File: src/rtl/parking_slot_manager_if.sv
// rtl/parking_slot_manager_if.sv - sensor/arrival inputs and display/gate outputs of the entry controller
interface parking_slot_manager_if;
  logic [3:0] slot_sensor;
  logic       car_arrive;
  logic [2:0] capacity;
  logic [1:0] first_empty;
  logic       full;
  logic       gate_open;
  logic [1:0] assigned_slot;
  logic       reject;
  logic       park_timeout;

  modport master (
    output slot_sensor, car_arrive,
    input  capacity, first_empty, full, gate_open, assigned_slot, reject, park_timeout
  );

  modport slave (
    input  slot_sensor, car_arrive,
    output capacity, first_empty, full, gate_open, assigned_slot, reject, park_timeout
  );
endinterface

File: src/rtl/parking_slot_manager.sv
// rtl/parking_slot_manager.sv - debounced 4-slot occupancy tracker with reservation/gate FSM
module parking_slot_manager #(
  parameter int DEBOUNCE_CYCLES = 20,
  parameter int GATE_CYCLES     = 1000,
  parameter int PARK_TIMEOUT    = 15000
) (
  input  logic                   clk_500Hz,
  input  logic                   reset,
  parking_slot_manager_if.slave  bus
);
  localparam int DW   = $clog2(DEBOUNCE_CYCLES + 1);
  localparam int TMAX = (GATE_CYCLES > PARK_TIMEOUT) ? GATE_CYCLES : PARK_TIMEOUT;
  localparam int TW   = $clog2(TMAX + 1);

  typedef enum logic [1:0] {IDLE, OPEN, WAIT_PARK} state_t;

  logic [3:0]    sync1, sync2;
  logic [3:0]    occ, resv, busy;
  logic [DW-1:0] deb_cnt [4];
  state_t        state, state_nx;
  logic [TW-1:0] timer;
  logic [2:0]    capacity_r, capacity_nx;
  logic [1:0]    first_empty_r, first_empty_nx;
  logic          full_r;
  logic [1:0]    assigned_r;
  logic          reject_r, timeout_r;
  logic          admit, refuse, expire;
  logic          filled, timer_zero;

  always_ff @(posedge clk_500Hz) begin
    if (reset) begin
      sync1 <= 4'b0;
      sync2 <= 4'b0;
    end else begin
      sync1 <= bus.slot_sensor;
      sync2 <= sync1;
    end
  end

  // A new level is accepted only after the counter has sat at DEBOUNCE_CYCLES for one edge.
  always_ff @(posedge clk_500Hz) begin
    for (int i = 0; i < 4; i++) begin
      if (reset) begin
        deb_cnt[i] <= '0;
        occ[i]     <= 1'b0;
      end else if (sync2[i] == occ[i]) begin
        deb_cnt[i] <= '0;
      end else if (deb_cnt[i] == DW'(DEBOUNCE_CYCLES)) begin
        occ[i]     <= sync2[i];
        deb_cnt[i] <= '0;
      end else begin
        deb_cnt[i] <= deb_cnt[i] + 1'b1;
      end
    end
  end

  assign busy = occ | resv;

  always_comb begin
    capacity_nx = 3'd4 - {2'b0, busy[0]} - {2'b0, busy[1]}
                       - {2'b0, busy[2]} - {2'b0, busy[3]};
    first_empty_nx = 2'd0;
    for (int i = 3; i >= 0; i--) begin
      if (!busy[i]) first_empty_nx = 2'(i);
    end
  end

  always_ff @(posedge clk_500Hz) begin
    if (reset) begin
      capacity_r    <= 3'd4;
      first_empty_r <= 2'd0;
      full_r        <= 1'b0;
    end else begin
      capacity_r    <= capacity_nx;
      first_empty_r <= first_empty_nx;
      full_r        <= (capacity_nx == 3'd0);
    end
  end

  assign filled     = occ[assigned_r];
  assign timer_zero = (timer == '0);

  always_ff @(posedge clk_500Hz) begin
    if (reset) state <= IDLE;
    else       state <= state_nx;
  end

  // Arrivals use last cycle's registered capacity/first_empty; filling the slot beats any timer expiry.
  always_comb begin
    state_nx = state;
    admit    = 1'b0;
    refuse   = 1'b0;
    expire   = 1'b0;
    case (state)
      IDLE: begin
        if (bus.car_arrive) begin
          if (capacity_r == 3'd0) begin
            refuse = 1'b1;
          end else begin
            admit    = 1'b1;
            state_nx = OPEN;
          end
        end
      end
      OPEN: begin
        if (filled)          state_nx = IDLE;
        else if (timer_zero) state_nx = WAIT_PARK;
      end
      WAIT_PARK: begin
        if (filled) begin
          state_nx = IDLE;
        end else if (timer_zero) begin
          expire   = 1'b1;
          state_nx = IDLE;
        end
      end
      default: state_nx = IDLE;
    endcase
  end

  always_ff @(posedge clk_500Hz) begin
    if (reset) begin
      timer      <= '0;
      resv       <= 4'b0;
      assigned_r <= 2'd0;
      reject_r   <= 1'b0;
      timeout_r  <= 1'b0;
    end else begin
      reject_r  <= refuse;
      timeout_r <= expire;
      if (admit) begin
        assigned_r <= first_empty_r;
        resv       <= 4'b0001 << first_empty_r;
        timer      <= TW'(GATE_CYCLES - 1);
      end else if (state == OPEN && state_nx == WAIT_PARK) begin
        timer <= TW'(PARK_TIMEOUT - 1);
      end else if (state_nx == IDLE) begin
        timer <= '0;
        resv  <= 4'b0;
      end else if (!timer_zero) begin
        timer <= timer - 1'b1;
      end
    end
  end

  always_comb begin
    bus.gate_open     = (state == OPEN);
    bus.capacity      = capacity_r;
    bus.first_empty   = first_empty_r;
    bus.full          = full_r;
    bus.assigned_slot = assigned_r;
    bus.reject        = reject_r;
    bus.park_timeout  = timeout_r;
  end
endmodule

File: src/flat_wrapper.sv
// flat-port wrapper written by rule: the top's interface ports become plain ports
module parking_slot_manager_flat 
#(
  parameter int DEBOUNCE_CYCLES = 20,
  parameter int GATE_CYCLES     = 1000,
  parameter int PARK_TIMEOUT    = 15000
)
  (clk_500Hz, reset, bus_slot_sensor, bus_car_arrive, bus_capacity, bus_first_empty, bus_full, bus_gate_open, bus_assigned_slot, bus_reject, bus_park_timeout);
  parking_slot_manager_if bus_i ();
  input  logic clk_500Hz;
  input  logic reset;
  input wire logic [$bits(bus_i.slot_sensor)-1:0] bus_slot_sensor;
  input wire logic [$bits(bus_i.car_arrive)-1:0] bus_car_arrive;
  output wire logic [$bits(bus_i.capacity)-1:0] bus_capacity;
  output wire logic [$bits(bus_i.first_empty)-1:0] bus_first_empty;
  output wire logic [$bits(bus_i.full)-1:0] bus_full;
  output wire logic [$bits(bus_i.gate_open)-1:0] bus_gate_open;
  output wire logic [$bits(bus_i.assigned_slot)-1:0] bus_assigned_slot;
  output wire logic [$bits(bus_i.reject)-1:0] bus_reject;
  output wire logic [$bits(bus_i.park_timeout)-1:0] bus_park_timeout;
  assign bus_i.slot_sensor = bus_slot_sensor;
  assign bus_i.car_arrive = bus_car_arrive;
  assign bus_capacity = bus_i.capacity;
  assign bus_first_empty = bus_i.first_empty;
  assign bus_full = bus_i.full;
  assign bus_gate_open = bus_i.gate_open;
  assign bus_assigned_slot = bus_i.assigned_slot;
  assign bus_reject = bus_i.reject;
  assign bus_park_timeout = bus_i.park_timeout;
  parking_slot_manager #(.DEBOUNCE_CYCLES(DEBOUNCE_CYCLES), .GATE_CYCLES(GATE_CYCLES), .PARK_TIMEOUT(PARK_TIMEOUT)) u_core (.clk_500Hz(clk_500Hz), .reset(reset), .bus(bus_i));
endmodule
File: config.mk
export PLATFORM = sky130hd
export DESIGN_NAME = parking_slot_manager_flat
export DESIGN_NICKNAME = d
export VERILOG_FILES = /design/src/rtl/parking_slot_manager_if.sv /design/src/rtl/parking_slot_manager.sv /design/src/flat_wrapper.sv
export SDC_FILE = /design/constraint.sdc
export NUM_CORES = 1
export LEC_CHECK = 0
export CAP_MARGIN = 20
export CORE_MARGIN = 10
export CORE_UTILIZATION = 45
export CTS_BUF_LIST = sky130_fd_sc_hd__clkbuf_16
export CTS_CLUSTER_SIZE = 10
export DETAILED_ROUTE_END_ITERATION = 8
export SLEW_MARGIN = 5
export SYNTH_ARGS = -nofsm -noshare
export SYNTH_HDL_FRONTEND = slang
export SYNTH_SLANG_ARGS = --single-unit
File: constraint.sdc
create_clock -name clk_500Hz -period 2.8 [get_ports clk_500Hz]
set_input_delay 0.28 -clock clk_500Hz [delete_from_list [all_inputs] [get_ports clk_500Hz]]
set_output_delay 0.28 -clock clk_500Hz [all_outputs]
set_load 0.005 [all_outputs]
==> impl_results.md <==
* Mapped Cells at ~280
* Pwr Total at 2.78 mW
* Share of synthesized registers carrying an async set or reset at 0
* Buffers on Ports at 17
* Fraction of layout cells with a size suffix above 1 at 0.101
* Startpoint types: flop
* Diodes inserted at 0
* Worst skew pair latency at about 320 ps
* Initial antenna violation count at 0
* # setup viols final at 0
* Vias at between 2000 and 2500
* Worst r2r src: u_core.timer[0]$_SDFFE_PP0P_
* Peak supply drop at 0.000462 V
* Post-synthesis register bit count at 62
* Setup bufs post-CTS at 0
* Die width at 101 µm
* Post-route antenna net violation count at 0
* Worst Setup End Kind: flop
* Critical path data required time at 3000 ps
* Hold Violations, Final at 0
* RSZ-0062 raised after global routing: no
* CP startpoint: u_core.timer[0]$_SDFFE_PP0P_
* Setup TNS at 0 ps
* Core area at around 0.0063 mm²
* Post-Syn Area at 0.00293 mm²
* Initial Util at 0.461
* Gr ovfl total at 0
* Placement row count at 29
* Commonest cells after routing, fill and taps aside: 42 x dfxtp_1, 32 x nor2_1, 20 x inv_1, 20 x edfxtp_1, 20 x conb_1
* CP max FO at 9
* First-pass GRT wire length at approximately 9500 µm
* Nets at 343
* Min cycle time layout at just over 2000 ps
* Hpwl dp at 3940 µm
* First-pass DRT Iterations at 4
* YS warnings at 0
* Hold Path Origin: u_core.sync1[2]$_SDFF_PP0_
* Die Area at ~0.01 mm²
* Cts repair resizes at 0
* Maximum clock insertion buffer count at 2
* Worst Skew at around 7.2 ps
* Final WL at roughly 5400 µm
* EDFF count, synth at 20
* Critical path type: flop to flop
* Via/cell ratio at 5.07
* Post-synth cell types at 52
* Slowest CP cell: nor3b_1
* Commonest non-fill, non-tap cell in the layout: dfxtp_1
* P&R area growth vs syn at 19.5%
* Register-to-Register Path Depth at 6
* Clk root buf: clkbuf_16
* Max_slew headroom at 0.645
* Post-CTS Hold Buffers at 0
* CP Depth at 6
* Worst Max-Slew Pin Slew at about 530 ps
* Status: completed
* Clock sinks at just over 60
* CP Capture Point: u_core.resv[1]$_SDFFE_PP0P_
* Largest net degree at the start of global routing at 21
* Average cell area after synthesis at roughly 10 µm²
* Crit-path max cell delay at ~450 ps
* Primary FF master, synth: dfxtp_1
* CP delay by family, top: simple AND/OR/NAND/NOR gates
* Period Utilization, post-route at 0.723
* HP Class: flop to flop
* RR Endpoint: u_core.resv[1]$_SDFFE_PP0P_
* GPL Wtd Cong at around 0.86
* LEAKAGE at about 1.3 nW
* Buf+Inv Stages, Crit Path at 1
* Arr. time, crit path at between 2000 and 2500 ps
* R2R setup slack at 780 ps
* Critical path, cell by cell: inv_1 -> ha_1 -> nor3b_1 -> nand4_2 -> a21oi_2 -> o22ai_1
* GRT Resource Usage Total at 0.117
* I/O pin cnt at 18
* Die Height at between 100 and 150 µm
* Max_cap viols at 0
* Max Clock Freq at roughly 0.49 GHz
* CTS Buf Count at 9
* Power per Cell Area at approximately 800 mW/mm²
* Clock-pin slew on the worst setup and hold paths at around 50 ps
* WL per Instance at 13.3 µm
* Remaining DRCs at 0
* CTS tree: yes
* Vias in the first global route at about 2000
* Final slew viol count at 0
* H-Tree Depth at 3
* 1st-iter DRT viols at around 110
* Seq/Total Area, Yosys at 0.492
==> sequential cells by signal (all words and copies together), names as in the netlist <==
signal	cells
u_core.bus.reject	1
u_core.bus.assigned_slot	2
u_core.occ	4
u_core.deb_cnt	20
u_core.bus.full	1
u_core.state	2
u_core.timer	14
u_core.sync2	4
u_core.bus.first_empty	2
u_core.sync1	4
u_core.bus.park_timeout	1
u_core.bus.capacity	3
u_core.resv	4
==> how the worst min path moves through the flow <==
stage,slack (ps),endpoint,cells after the start
3_5_place_dp,420,u_core.sync2[0]$_SDFF_PP0_,1
5_1_grt,460,u_core.sync2[0]$_SDFF_PP0_,1
3_3_place_gp,420,u_core.sync2[2]$_SDFF_PP0_,1
6_report,430,u_core.sync2[2]$_SDFF_PP0_,1
4_1_cts,430,u_core.sync2[0]$_SDFF_PP0_,1
2_1_floorplan,410,u_core.sync1[0]$_SDFF_PP0_,1
==> report_power, final <==
| part | internal [mW] | total [mW] | switching (mW) |
|---|---|---|---|
| logic | 0.308 | 0.706 | 0.399 |
| clock network | 0.589 | 0.967 | 0.378 |
| registers | 1.02 | 1.11 | 0.0926 |
| total | 1.91 | 2.78 | 0.869 |
==> per-layer routing <==
layer  vias up  wire, µm  share of wire  track usage
met2        53      2230           0.41        0.156
met4         0       118          0.022       0.0772
li1       1068         -              -            -
met5         -         0              0            0
met1       919      2730           0.51        0.156
met3        12       297          0.055       0.0370
==> synthesized netlist by cell type, types with 8 or more instances <==
master	n	area (µm²)
dfxtp_1	42	841
nor2_1	32	120
edfxtp_1	20	601
inv_1	20	75.1
nand2_1	13	48.8
ha_1	12	150
xnor2_1	12	105
nor2b_1	11	68.8
nor3_1	11	55.1
nand3_1	10	50.1
o22ai_1	9	56.3
xor2_1	9	78.8
a21oi_1	8	40.0
==> cells by family after synthesis <==
logic type	synth area share
compound gates	0.0927
simple gates	0.219
xor+xnor	0.0628
fa+ha+maj	0.0581
other cells	0.00128
mux	0.0316
buf+inv	0.0423
flops	0.492
==> metrics by stage <==
| stage | area, µm² | instances | util | hold slack, ps | worst slack (ps) |
|---|---|---|---|---|---|
| after floorplan | 3000 | 302 | - | 408 | 916 |
| after global placement | 3230 | 389 | 0.509 | 418 | 765 |
| after detailed placement | 3230 | 389 | 0.509 | 421 | 779 |
| after CTS | 3500 | 405 | 0.551 | 434 | 785 |
| after global routing | 3500 | 405 | 0.551 | 457 | 646 |
| final | 3500 | 405 | 0.551 | 432 | 776 |
==> worst register-to-register path, stage by stage (launching register included) <==
cell	delay (ps)
dfxtp_1	320
inv_1	80
ha_1	190
nor3b_1	450
nand4_2	340
a21oi_2	380
o22ai_1	140
==> area by class of cell <==
cell class	count	area (µm²)
fill	573	2850
clock inverter	7	41.3
tap	77	96.3
inverter	20	75.1
sequential	62	1440
multi-input combinational	211	1440
timing repair buffer	19	185
clock buffer	9	225
(Power assumes the default switching activity.)
